===== src/rtl/instruction_fetch_unit.sv =====
// instruction_fetch_unit
// IF-stage front end. It owns the fetch PC, issues word-aligned requests to instruction memory,
// buffers in-order returns in a small FIFO and presents {instr_o, pc_o} registered to decode.
// Ports:
//   clk_i, rst_ni                  clock (rising edge), synchronous active-low reset
//   pc_en_i                        0 = hazard stall: no new request, fetch PC held
//   if_en_i                        0 = hold the decode-facing register
//   flush_i                        squash the instruction presented to decode
//   pc_src_i, branch_pc_i          taken-branch redirect and its target
//   imem_req_o, imem_addr_o        request and word-aligned fetch address
//   imem_gnt_i                     request accepted (req & gnt)
//   imem_rvalid_i, imem_rdata_i    in-order response
//   instr_o, pc_o, instr_valid_o   registered instruction, its PC and valid flag
module instruction_fetch_unit #(
    parameter logic [63:0] RESET_PC   = 64'h0,
    parameter int unsigned FIFO_DEPTH = 2
) (
    input  logic        clk_i,
    input  logic        rst_ni,
    input  logic        pc_en_i,
    input  logic        if_en_i,
    input  logic        flush_i,
    input  logic        pc_src_i,
    input  logic [63:0] branch_pc_i,
    output logic        imem_req_o,
    output logic [63:0] imem_addr_o,
    input  logic        imem_gnt_i,
    input  logic        imem_rvalid_i,
    input  logic [31:0] imem_rdata_i,
    output logic [31:0] instr_o,
    output logic [63:0] pc_o,
    output logic        instr_valid_o
);

    localparam logic [31:0]     Nop     = 32'h0000_0013;
    localparam int unsigned     PtrW    = (FIFO_DEPTH > 1) ? $clog2(FIFO_DEPTH) : 1;
    localparam int unsigned     CntW    = $clog2(FIFO_DEPTH + 1);
    localparam logic [PtrW-1:0] LastPtr = PtrW'(FIFO_DEPTH - 1);
    localparam logic [CntW:0]   DepthC  = (CntW + 1)'(FIFO_DEPTH);

    typedef enum logic [1:0] {
        StIdle,
        StRun,
        StDrain
    } state_e;

    state_e          state_q, state_d;
    logic [63:0]     fetch_pc_q, fetch_pc_d;
    logic [CntW-1:0] outst_q, outst_d;
    logic [CntW-1:0] discard_q, discard_d;

    // PCs of live (non-discarded) requests still waiting for their response
    logic [63:0]     pcq_mem_q [FIFO_DEPTH];
    logic [63:0]     pcq_mem_d [FIFO_DEPTH];
    logic [PtrW-1:0] pcq_rd_q, pcq_rd_d, pcq_wr_q, pcq_wr_d;

    // Returned instructions waiting for decode
    logic [31:0]     fifo_instr_q [FIFO_DEPTH];
    logic [31:0]     fifo_instr_d [FIFO_DEPTH];
    logic [63:0]     fifo_pc_q [FIFO_DEPTH];
    logic [63:0]     fifo_pc_d [FIFO_DEPTH];
    logic [PtrW-1:0] fifo_rd_q, fifo_rd_d, fifo_wr_q, fifo_wr_d;
    logic [CntW-1:0] fifo_cnt_q, fifo_cnt_d;

    logic [31:0] instr_q, instr_d;
    logic [63:0] pc_q, pc_d;
    logic        valid_q, valid_d;

    logic req, hs, drop, accept, squash, fifo_empty, bypass, pop, push;

    function automatic logic [PtrW-1:0] ptr_inc(input logic [PtrW-1:0] p);
        return (p == LastPtr) ? '0 : p + PtrW'(1);
    endfunction

    always_comb begin
        squash     = flush_i | pc_src_i;
        fifo_empty = (fifo_cnt_q == '0);
        // Credit rule: in-flight plus buffered never exceeds the FIFO, so it cannot overflow
        req        = (state_q == StRun) & pc_en_i & ~pc_src_i &
                     (({1'b0, outst_q} + {1'b0, fifo_cnt_q}) < DepthC);
        hs         = req & imem_gnt_i;
        // Stale responses are dropped; so is any response landing with a redirect
        drop       = imem_rvalid_i & ((discard_q != '0) | pc_src_i);
        accept     = imem_rvalid_i & ~drop;
        bypass     = accept & fifo_empty & if_en_i & ~squash;
        push       = accept & ~bypass;
        pop        = ~squash & if_en_i & ~fifo_empty;

        fetch_pc_d = fetch_pc_q;
        if (pc_src_i) begin
            fetch_pc_d = branch_pc_i & ~64'd3;
        end else if (hs) begin
            fetch_pc_d = fetch_pc_q + 64'd4;
        end

        outst_d   = outst_q + CntW'(hs) - CntW'(imem_rvalid_i);
        discard_d = discard_q;
        if (pc_src_i) begin
            // Everything still in flight after this edge is stale; discard never exceeds
            // outstanding, so a redirect while draining simply widens the window.
            discard_d = outst_d;
        end else if (imem_rvalid_i && (discard_q != '0)) begin
            discard_d = discard_q - CntW'(1);
        end

        state_d = (state_q == StIdle) ? StRun : ((discard_d != '0) ? StDrain : StRun);

        pcq_mem_d = pcq_mem_q;
        pcq_rd_d  = pcq_rd_q;
        pcq_wr_d  = pcq_wr_q;
        if (pc_src_i) begin
            pcq_rd_d = '0;
            pcq_wr_d = '0;
        end else begin
            if (hs) begin
                pcq_mem_d[pcq_wr_q] = fetch_pc_q;
                pcq_wr_d            = ptr_inc(pcq_wr_q);
            end
            if (accept) begin
                pcq_rd_d = ptr_inc(pcq_rd_q);
            end
        end

        fifo_instr_d = fifo_instr_q;
        fifo_pc_d    = fifo_pc_q;
        fifo_rd_d    = fifo_rd_q;
        fifo_wr_d    = fifo_wr_q;
        fifo_cnt_d   = fifo_cnt_q;
        if (pc_src_i) begin
            fifo_rd_d  = '0;
            fifo_wr_d  = '0;
            fifo_cnt_d = '0;
        end else begin
            if (push) begin
                fifo_instr_d[fifo_wr_q] = imem_rdata_i;
                fifo_pc_d[fifo_wr_q]    = pcq_mem_q[pcq_rd_q];
                fifo_wr_d               = ptr_inc(fifo_wr_q);
            end
            if (pop) begin
                fifo_rd_d = ptr_inc(fifo_rd_q);
            end
            fifo_cnt_d = fifo_cnt_q + CntW'(push) - CntW'(pop);
        end

        instr_d = instr_q;
        pc_d    = pc_q;
        valid_d = valid_q;
        if (squash) begin
            instr_d = Nop;
            valid_d = 1'b0;
        end else if (if_en_i) begin
            if (!fifo_empty) begin
                instr_d = fifo_instr_q[fifo_rd_q];
                pc_d    = fifo_pc_q[fifo_rd_q];
                valid_d = 1'b1;
            end else if (bypass) begin
                instr_d = imem_rdata_i;
                pc_d    = pcq_mem_q[pcq_rd_q];
                valid_d = 1'b1;
            end else begin
                instr_d = Nop;
                valid_d = 1'b0;
            end
        end
    end

    always_ff @(posedge clk_i) begin
        if (!rst_ni) begin
            state_q    <= StIdle;
            fetch_pc_q <= RESET_PC;
            outst_q    <= '0;
            discard_q  <= '0;
            pcq_rd_q   <= '0;
            pcq_wr_q   <= '0;
            fifo_rd_q  <= '0;
            fifo_wr_q  <= '0;
            fifo_cnt_q <= '0;
            instr_q    <= Nop;
            pc_q       <= '0;
            valid_q    <= 1'b0;
        end else begin
            state_q    <= state_d;
            fetch_pc_q <= fetch_pc_d;
            outst_q    <= outst_d;
            discard_q  <= discard_d;
            pcq_rd_q   <= pcq_rd_d;
            pcq_wr_q   <= pcq_wr_d;
            fifo_rd_q  <= fifo_rd_d;
            fifo_wr_q  <= fifo_wr_d;
            fifo_cnt_q <= fifo_cnt_d;
            instr_q    <= instr_d;
            pc_q       <= pc_d;
            valid_q    <= valid_d;
        end
    end

    // Storage needs no reset: the pointers and counts decide what is valid
    always_ff @(posedge clk_i) begin
        pcq_mem_q    <= pcq_mem_d;
        fifo_instr_q <= fifo_instr_d;
        fifo_pc_q    <= fifo_pc_d;
    end

    assign imem_req_o    = req;
    assign imem_addr_o   = fetch_pc_q;
    assign instr_o       = instr_q;
    assign pc_o          = pc_q;
    assign instr_valid_o = valid_q;

endmodule

===== config.mk =====
export PLATFORM = sky130hd
export DESIGN_NAME = instruction_fetch_unit
export DESIGN_NICKNAME = d
export VERILOG_FILES = /design/src/rtl/instruction_fetch_unit.sv
export SDC_FILE = /design/constraint.sdc
export NUM_CORES = 1
export LEC_CHECK = 0
export CORE_MARGIN = 3
export CORE_UTILIZATION = 55
export DETAILED_ROUTE_END_ITERATION = 16
export PLACE_DENSITY = 0.85
export SYNTH_ARGS = -nofsm -noshare
export SYNTH_HDL_FRONTEND = slang
export SYNTH_SLANG_ARGS = --single-unit

===== constraint.sdc =====
create_clock -name clk_i -period 7.9 [get_ports clk_i]
set_input_delay 1.58 -clock clk_i [delete_from_list [all_inputs] [get_ports clk_i]]
set_output_delay 1.58 -clock clk_i [all_outputs]
set_load 0.03 [all_outputs]

# Word-level counts from Yosys, hierarchy flattened
# Cells that the tools add are included.
# word_totals
register_bits	493
inputBits	104
output_inout_bits	162
word_cells	112
# op_classes
n_addsub	11
n_lt_le_gt_ge	7
eq_ne	2
n_mux	34
n_bitwise	24
n_reduce_logical	14
# ops
cell	n
$mux 64	12
$bwmux 128	2
$mux 32	6
$demux 64 s1	2
$add 64x3->64 const B	1
$bwmux 64	1
$demux 32 s1	1
$and 1x1->1	12
$ge 2x2->1 const B	4
$not 1->2	4
$mux 1	7
$mux 2	3
$not 1->1	6
$reduce_bool 2->1	3
$reduce_or 2->1	3
$add 1x1->1 const B	4
$add 2x1->2	2
$logic_not 2->1	2
$lt 2x1->1 const B	2
$reduce_and 2->1	2
$sub 2x1->2	2
$add 2x2->3	1
$logic_and 1x1->1	3
$lt 3x2->1 const B	1
5 further kinds	6

# Depth between registers and ports, before layout
# Gate-level depths: netlist of the first run.
# logic_depth
ltp_word	12
mapped_depth	17
ltp_nobuf	14

# Worst setup path before layout of the first run
# Ideal clock, no wire load.
# synth_timing
path_kind	input -> register
from	in imem_rvalid_i
to	reg fifo_instr_q[32] in the netlist's numbering (enable)
setup_ns	0.547
arrival_time_ns	6.376
t_required_ns	7.353
path_slack_ns	0.977
path_stages	7
n_path_buf	1
cell_sequence	and2_1 -> nand2_1 -> nor2_1 -> clkbuf_1 -> nor3_1 -> inv_1 -> nor2_1
# synth_between
elab_chain_len	9
# synth_rtl
item	line	rtl
from (decl)	28	input logic imem_rvalid_i,
$and 1x1->1	83	drop = imem_rvalid_i & ((discard_q != '0) | pc_src_i);
$not 1->1	84	accept = imem_rvalid_i & ~drop;
$and 1x1->1 (*)	84	
$and 1x1->1 (3 in a row)	85	bypass = accept & fifo_empty & if_en_i & ~squash;
$not 1->1	86	push = accept & ~bypass;
$and 1x1->1 (*)	86	
$reduce_and 2->1 (no source line) (*)	n/a	
to (signal assigned)	200	fifo_instr_q <= fifo_instr_d;
to (decl)	58	logic [31:0] fifo_instr_q [FIFO_DEPTH];
# Mark *: on every way between the ends. The rest lies on a longest branch, timed or not.
# A chain may end at the register's enable or synchronous reset.

# Final worst setup path of the first run
# layout_timing
from	in pc_src_i
to	out imem_req_o
# layout_between
elab_chain_len	3
# layout_rtl
item	line	rtl
from (decl)	23	input logic pc_src_i,
$not 1->1 (no source line)	n/a	
$and 1x1->1 (2 in a row)	79	req = (state_q == StRun) & pc_en_i & ~pc_src_i &
to (decl)	25	output logic imem_req_o,
# Every way passes these cells.

==> results of run 1 <==
-- placed cells by master, fill, tap and decap left out, types with 12 or more instances in the layout --
cell	count
xnor2_1	16
mux2_2	65
nand3_1	21
nand2_1	65
inv_1	13
a21oi_1	139
o21ai_0	38
buf_4	19
clkinv_2	12
nor3_1	21
nor2_1	227
clkbuf_1	18
mux2i_1	94
dfxtp_1	167
nor4_1	20
a211oi_1	92
nand4_1	31
and3_1	19
clkbuf_16	49
edfxtp_1	312
a31oi_1	23
clkdlybuf4s50_1	257
-- flip-flops by register name, indices dropped and copies added (netlist names) --
signal / cells
fifo_pc_q: 124
instr_valid_o: 1
fifo_wr_q: 1
pcq_rd_q: 1
imem_addr_o: 62
pc_o: 62
fifo_instr_q: 64
discard_q: 2
state_q: 2
outst_q: 2
fifo_rd_q: 1
pcq_wr_q: 1
pcq_mem_q: 124
instr_o: 32
fifo_cnt_q: 2
-- worst max-delay path, cell delays in order --
cell and delay, ns:
buf_2 0.07, buf_4 0.62, inv_1 0.16, and3_1 0.18, clkdlybuf4s50_1 0.63
-- kinds of logic after synthesis --
| kind of cell | after synthesis |
|---|---|
| other | 1 |
| AND/OR/NAND/NOR | 462 |
| adder cells (fa/ha/maj) | 7 |
| AO/OA/AOI/OAI | 348 |
| flip-flops | 481 |
| XOR/XNOR | 22 |
| multiplexers | 159 |
| buffers and inverters | 127 |
-- stage by stage --
stage | area (um^2) | setup WS, ns | total power [uW]
after floorplan | 19600 | 0.977 | 3160
after global placement | 22500 | 3.02 | 3350
after detailed placement | 22500 | 2.99 | 3370
after CTS | 23900 | 3.09 | 5450
after global routing | 23900 | 3.00 | 5600
final | 23900 | 3.05 | 5430
-- layout make-up --
cell class / count / area, um^2
sequential: 481 / 12800
fill: 2393 / 10900
multi-input combinational: 1002 / 6330
timing repair buffer: 279 / 2750
clock buffer: 71 / 1350
tap: 455 / 569
clock inverter: 19 / 96.3
inverter: 15 / 58.8
-- worst max-delay path by stage --
| stage | to | slack, ns | cells past startpoint |
|---|---|---|---|
| after global placement | state_q[1] | 3.02 | 15 |
| final | imem_req_o | 3.05 | 5 |
| after CTS | imem_req_o | 3.09 | 5 |
| after global routing | imem_req_o | 3.00 | 5 |
| after detailed placement | state_q[1] | 2.99 | 15 |
| after floorplan | fifo_instr_q[32] | 0.98 | 7 |
-- power breakdown --
part	total [uW]	switching [uW]	internal, uW
logic	480	289	191
clock network	2110	926	1180
registers	2840	72.3	2770
total	5430	1290	4140
-- routing by layer --
metal	wire, um	GRT usage	up-vias
li1	-	-	6453
met1	19900	0.349	6705
met2	24400	0.430	782
met3	4920	0.0517	123
met4	1570	0.0845	4
met5	32	0	-
==> qor.yml, run 1 <==
status: "finished, final reports clean"
die_area_um2: 37900
initial_core_util: 0.563
cp.arrival_ns: 3.27
r2r-end: "state_q[1]"
crit_start: "pc_src_i"
grt_max_degree: 125
synthSimpleGateAreaFrac: 0.111
gp_congestion: 0.863
final_nets: 1938
synth_xor_area_frac: 0.00984
clock-sinks: 481
r2r-start: "fifo_cnt_q[0]"
drv_slew: 0
via_per_inst: 6.06
yosysWarnings: 0
cts_root_buf: "clkbuf_16"
place_inst: 2232
num_vias: 14100
synth_most_common_cell: "edfxtp_1"
avgSynthCellArea_um2: 12.2
grt_setup_unrepaired: "no"
synthTopCellsByCount: "edfxtp_1, nor2_1, dfxtp_1"
ys_top_cells_by_area: "edfxtp_1, dfxtp_1, mux2i_1, nor2_1, mux2_2"
final_core_utilization: 0.687
grt_util_all_layers: 0.260
r2r_slack_ns: 3.93
hold_slack_ns: 0.484
postCtsHoldBufs: 0
synth_fa_ha_area_frac: 0.00485
ys_async_sr_fraction: 0
syn_inst: 1607
detail_route.wl_per_cell_um: 21.9
cts_tree: "built"
synth-compound-area-share: 0.110
ir_worst_vdd_v: 0.000155
wl_mm: 50.9
start_kind: "primary input"
clk_path_buf_depth: 3
synth_ff_type: "edfxtp_1"
htree_levels: 2
drt-initial-drc-count: 1341
io_pins: 266
drv_cap: 0
power_density_nw_per_um2: 227
dp_hpwl_mm: 31.4
fin_crit_sh: 0.615
drive_gt1_frac: 0.0986
diodes: 0
yosysTopAreaCell: "edfxtp_1"
worstPathRequired_ns: 6.32
fin_skew_ns: 0.0309
synth.area.mux_share: 0.0854
io_buffers: 259
cp_max_fo: 69
fin_setup_tns_ns: 0
yosysTopAreaCellShare: 0.478
ys_seq_area_frac: 0.651
synth_cell_types: 69
overflow: 0
synthesis.area_um2: 19600
worst-setup-path-type: "primary input to output pin"
cts_setup_buffers: 0
instances_no_fill: 2322
fp.dieH_um: 195
grt_pass1_vias: 14100
fmax_ghz: 0.206
worst_hold_path_type: "register to register"
hold_end: "pc_o[23]"
hp-start: "pc_o[23]"
end_kind: "output pin"
detail_route.first_pass.iterations: 5
drc: 0
num_rows: 68
leakagePower_uw: 0.00781
synth_top_family_by_area: "simple AND/OR/NAND/NOR gates"
hold_viol: 0
worst_pin_slew_ns: 1.26
min_path_cells: 2
cts_buffers: 48
clkLatencyLatePin_ns: 0.56
clk_pin_slew_ns: 0.06
antenna_found_initial: 2
finalCriticalPeriod_ns: 4.85
area_delta_synth_final_pct: 22.0
grt_first_pass_wirelength_mm: 78.8
post_cts_resized: 0
reg2regPathDepth: 15
setup_viol: 0
drt.antenna.violating_nets: 0
ys_ff_latch: 481
fp.coreArea_um2: 34800
relSlewSlack: 0.156
die_w_um: 195
synth-edff-count: 312
Power figures use the tool's default switching activity.
==> inputs of run 2 (changes only) <==
- clock period: 7.9 -> 4.63 ns (I/O delays scaled with it)
==> run 2 against run 1 <==
Effect of this change:
- sequential power is 71% higher
- sequential cell count stayed put
- wire length is 0.36% lower
- largest cell class unchanged
==> qor.yml, run 2 (synthesized netlist as in run 1, its figures left out) <==
status: "finished, final reports clean"
setup_viol: 0  # unchanged
design_power_total_uw: 9330  # +72%
post_cts_resized: 0  # unchanged
htree_levels: 2  # unchanged
cts_root_buf: "clkbuf_16"
start_kind: "register"
detail_route.first_pass.iterations: 7  # +2
leakagePower_uw: 0.00786  # +0.64%
biggestRegsByFlops: "fifo_pc_q: 124 flops, pcq_mem_q: 124 flops, fifo_instr_q: 64 flops"
final_common_cell: "edfxtp_1"
grt_pass1_vias: 14100  # +0.14%
drv_slew: 0  # unchanged
hold_slack_ns: 0.484  # +0.000198 ns
clk_pin_slew_ns: 0.06  # about the same
end_kind: "output pin"
cp_top_family: "buffers and inverters"
worst_hold_path_type: "register to register"
io_buffers: 259  # unchanged
grt_setup_unrepaired: "no"
num_vias: 14300  # +1.7%
reg2regPathDepth: 6  # -9
drive_gt1_frac: 0.103  # +0.00454
diodes: 0  # unchanged
grt_first_pass_wirelength_mm: 78.5  # -0.32%
r2r_slack_ns: 1.28  # -2.65 ns
r2r-end: "imem_addr_o[41]"
drc: 0  # unchanged
place_area_um2: 22600  # +0.46%
drv_cap: 0  # unchanged
cts_buffers: 49  # +2.1%
min_path_cells: 2  # unchanged
cp_max_fo: 4  # -94%
finalCriticalPeriod_ns: 3.70
hold_end: "pc_o[35]"
io_pins: 266  # unchanged
via_per_inst: 6.15  # +1.5%
r2r-start: "imem_addr_o[8]"
final_area_um2: 24000  # +0.58%
hp-start: "pc_o[35]"
power_density_nw_per_um2: 388  # +71%
cts_setup_buffers: 0  # unchanged
clock-sinks: 481  # unchanged
worst_pin_slew_ns: 1.26  # -0.00402 ns
cts_tree: "built"
worst-setup-path-type: "register to output pin"
critPathMaxStageDelay_ns: 0.72  # +0.09 ns
detail_route.wl_per_cell_um: 21.8  # -0.58%
clkLatencyLatePin_ns: 0.56  # about the same
fin_crit_sh: 0.799
fp.dieH_um: 195  # unchanged
grt_util_all_layers: 0.259  # -0.00159
worstPathRequired_ns: 3.70  # -2.62 ns
worstPathCellList: "and2_1 > fa_1 > nor4b_1 > and3_1 > clkdlybuf4s50_1"
slowest_stage: "clkdlybuf4s50_1"
worst-path-buf-inv: 1  # -3
ir_worst_vdd_v: 0.000251  # +62%
fin_skew_ns: 0.0275  # -0.00341 ns
hold_viol: 0  # unchanged
fmax_ghz: 0.270
num_rows: 68  # unchanged
drt-initial-drc-count: 1371  # +2.2%
die_w_um: 195  # unchanged
grt_max_degree: 125  # unchanged
die_area_um2: 37900  # unchanged
dp_hpwl_mm: 32.1  # +2.0%
fin_setup_tns_ns: 0  # unchanged
layout_common_cells: "edfxtp_1, clkdlybuf4s50_1, nor2_1"
cp.arrival_ns: 2.77  # -0.50 ns
wl_mm: 50.7  # -0.36%
antenna_found_initial: 2  # unchanged
final_nets: 1946  # +0.41%
gp_congestion: 0.856  # -0.82%
drt.antenna.violating_nets: 0  # unchanged
area_delta_synth_final_pct: 22.7
clk_path_buf_depth: 3  # unchanged
postCtsHoldBufs: 0  # unchanged
relSlewSlack: 0.153  # -0.00341
initial_core_util: 0.563  # unchanged
overflow: 0  # unchanged
fp.coreArea_um2: 34800  # unchanged
==> run 2: cell count changes in the layout (fill, tap and decap cells not counted), sizes merged <==
cell      delta
clkinvlp     +4
clkbuf       -6
buf          +7
inv          -1
bufinv       +1
==> run 2: area by class of cell <==
class | instances | area [um^2]
Multi-Input combinational cell | 1002 | 6330
Inverter | 15 | 58.8
Clock inverter | 23 | 144
Fill cell | 2371 | 10800
Tap cell | 455 | 569
Timing Repair Buffer | 286 | 2850
Sequential cell | 481 | 12800
Clock buffer | 65 | 1340
==> run 2: metal layers <==
layer	routed length [um]	GRT usage
met1	19500	0.337
met2	24500	0.433
met3	4830	0.0494
met4	1760	0.0980
met5	25	0
==> run 2: how the worst max path moves through the flow <==
stage                        startpoint               end  slack (ns)  cells after the start
after global routing      fifo_cnt_q[0]        imem_req_o        0.86                      5
after detailed placement  imem_rvalid_i  fifo_instr_q[53]        1.02                      8
final                     fifo_cnt_q[0]        imem_req_o        0.93                      5
after CTS                 fifo_cnt_q[0]        imem_req_o        0.93                      5
after floorplan           imem_rvalid_i   fifo_instr_q[0]        0.22                      6
after global placement          pc_en_i      pcq_mem_q[6]        1.05                      6
==> run 2: worst register-to-register path, stage by stage, from the launching register on <==
cell and delay [ns]:
dfxtp_1 0.53, nand4_4 0.21, or4_1 0.75, nor4_2 1.13, nand4_1 0.22, and3_1 0.25
o21a_1 0.17
==> run 2: stage by stage <==
step / setup slack (ns) / cells / utilization
floorplan: 0.220 / 1610 / -
CTS: 0.926 / 2327 / 0.691
detailed placement: 1.02 / 2239 / 0.649
global placement: 1.05 / 2239 / 0.649
finish: 0.932 / 2327 / 0.691
global route: 0.862 / 2327 / 0.691
==> run 2: where the power goes <==
group | switching [uW] | internal (uW)
logic | 492 | 333
registers | 123 | 4720
clock network | 1580 | 2080
total | 2190 | 7140
==> inputs of run 3 (changes only) <==
- CORE_UTILIZATION: 55 -> 50
- PLACE_DENSITY: 0.85 -> 0.82
- clock period: 4.63 -> 3 ns (I/O delays scaled with it)
==> run 3 against run 2 <==
Effect of this change:
- the run now ends with negative setup slack left
- total power is 65% higher
- wire length up 3.4%
- final cell count up 4.7%
- die area is 9.7% higher
- setup slack lost 0.94 ns
- via count grew 0.89%
- design area rose by 3.8%
- critical path depth increased by 9
- clock-buffer cell count down 6
- combinational power is 72% higher
- highest routed layer unchanged
==> qor.yml, run 3 (synthesized netlist as in run 1, its figures left out) <==
status: "complete, but fails checks"
violations: "negative setup slack"
cp_max_fo: 3  # -1
worstPathRequired_ns: 3.48  # -0.22 ns
cts_buffers: 49  # unchanged
power.switching_fraction: 0.232  # -0.00257
instances_no_fill: 2437  # +4.7%
final_nets: 1995  # +2.5%
crit_start: "fifo_cnt_q[0]"
hold_viol: 0  # unchanged
p_switching_uw: 3560  # +63%
antenna_found_initial: 4  # +2
gp_congestion: 0.875  # +2.3%
start_kind: "register"
clock-sinks: 481  # unchanged
io_pins: 266  # unchanged
final_common_cell: "edfxtp_1"
power_density_nw_per_um2: 615  # +59%
detail_route.first_pass.iterations: 5  # -2
hold_slack_ns: 0.408  # -0.0764 ns
end_kind: "register"
via_per_inst: 5.92  # -3.7%
setup_viol: 1  # +1
dp_hpwl_mm: 33.3  # +3.9%
layout_common_cells: "edfxtp_1, clkdlybuf4s50_1, nor2_1"
htree_levels: 2  # unchanged
worst-setup-path-type: "register to register"
p_int_uw: 11800  # +65%
fin_skew_ns: 0.0312  # +0.00366 ns
fin_setup_tns_ns: -0.00520  # -0.00520 ns
drt.antenna.violating_nets: 0  # unchanged
drt-initial-drc-count: 1496  # +9.1%
drv_slew: 0  # unchanged
ir_worst_vdd_v: 0.000431  # +72%
num_vias: 14400  # +0.89%
die_w_um: 204  # +4.7%
grt_setup_unrepaired: "yes"
biggestRegsByFlops: "fifo_pc_q: 124 flops, pcq_mem_q: 124 flops, fifo_instr_q: 64 flops"
detail_route.wl_per_cell_um: 21.5  # -1.2%
grt_max_degree: 119  # -4.8%
fp.coreArea_um2: 38100  # +9.5%
hp-start: "if_en_i"
multi_input_area_um2: 6420  # +1.3%
seqCellArea_um2: 12800  # about the same
initial_core_util: 0.514  # -0.0489
worst_pin_slew_ns: 0.799  # -0.461 ns
grt_pass1_vias: 14200  # +0.53%
grt_util_all_layers: 0.246  # -0.0128
finalCriticalPeriod_ns: 3.01
r2r-start: "fifo_cnt_q[0]"
setup_ws_ns: -0.00520  # -0.937 ns
clkLatencyLatePin_ns: 0.59  # +0.03 ns
leakagePower_uw: 0.00829  # +5.5%
worst_hold_path_type: "primary input to register"
num_rows: 71  # +4.4%
place_inst: 2341  # +4.6%
clk_pin_slew_ns: 0.06  # about the same
worstPathCellList: "and2_4 > fa_1 > nor4b_2 > and4_4 > clkinv_4 > ha_4 > inv_2 > ha_4 > xor2_2 > xnor2_1 > nor2_1 > a21oi_2 > a21oi_2 > and2_1"
drv_cap: 0  # unchanged
clk_path_buf_depth: 3  # unchanged
critPathMaxStageDelay_ns: 0.46  # -0.26 ns
slowest_stage: "fa_1"
cts_tree: "built"
relSlewSlack: 0.467  # +0.314
fin_crit_sh: 1.00
combPwrFrac: 0.092  # +0.003
clkPwrFrac: 0.423  # +0.031
fmax_ghz: 0.333
area_delta_synth_final_pct: 27.4
drc: 0  # unchanged
r2r_slack_ns: -0.005  # -1.29 ns
drive_gt1_frac: 0.142  # +0.0388
p_seq_frac: 0.485  # -0.035
fill_cells: 2723  # +15%
wl_mm: 52.4  # +3.4%
cp.arrival_ns: 3.48  # +0.71 ns
overflow: 0  # unchanged
die_area_um2: 41600  # +9.7%
fp.dieH_um: 204  # +4.7%
grt_first_pass_wirelength_mm: 80.0  # +1.9%
cts_root_buf: "clkbuf_16"
io_buffers: 259  # unchanged
==> run 3: cell types whose count changed in the layout (fill, tap and decap cells not counted), moves of 3 or more <==
cell	before	now
clkinv_2	9	12
clkinv_1	8	5
buf_12	5	15
clkbuf_1	11	3
bufinv_16	1	8
and2_4	1	4
buf_4	22	62
==> run 3: through the flow <==
| step | cell area [um^2] | util | worst slack [ns] | power, uW |
|---|---|---|---|---|
| after detailed placement | 23200 | 0.607 | -0.107 | 8940 |
| final | 25000 | 0.655 | -0.00520 | 15300 |
| after global routing | 25000 | 0.655 | -0.0962 | 15800 |
| after CTS | 24900 | 0.653 | 0.00499 | 15400 |
| after global placement | 23200 | 0.607 | -0.0276 | 8890 |
| after floorplan | 19700 | - | -0.176 | 8320 |
==> run 3: layout make-up <==
cell class	count	area share
inverters	15	0.00256
diodes	2	0.000201
repair buffers	335	0.134
well taps	511	0.0256
multi-input cells	1002	0.257
flip-flops and latches	481	0.511
clock inverters	32	0.0150
clock buffers	59	0.0543
==> run 3: path summary, 6_finish.rpt <==
kind                      end  cells after the start
hold reg to reg   instr_o[12]                      2
hold / removal     instr_o[0]                      4
setup / recovery   state_q[1]                     14
setup reg to reg   state_q[1]                     14
==> run 3: timing repair <==
action | in CTS | in global routing
endpoints found under the setup margin | 1 | 3
resized for setup | 2 | 9
buffers inserted | 0 | 3
pin swaps | 0 | 8
hold buffers | 0 | 0
==> run 3: power by group through the flow <==
stage	combinational (uW)	sequential [uW]	clock, uW
after floorplan	616	7710	0
after global placement	1340	7560	0
after detailed placement	1370	7570	0
after CTS	1390	7430	6570
after global routing	1510	7460	6840
final	1420	7440	6500
==> run 3: layer usage <==
| layer | up-vias | share of wire | wire length (um) | GRT usage |
|---|---|---|---|---|
| met5 | - | 0.00086 | 45 | 0 |
| li1 | 6578 | - | - | - |
| met4 | 6 | 0.034 | 1760 | 0.0971 |
| met1 | 6986 | 0.40 | 21000 | 0.321 |
| met3 | 134 | 0.092 | 4830 | 0.0522 |
| met2 | 729 | 0.47 | 24900 | 0.404 |
==> run 3: worst max-delay path, delay by kind of cell (launching register included) <==
family                     cells  cell delay, ns
buffers and inverters          2            0.11
DFF                            1            0.34
adders and majority gates      3            0.86
AOI/OAI and AO/OA              2            0.23
and+or+nand+nor                5            0.99
xor gates and xnor gates       2            0.36
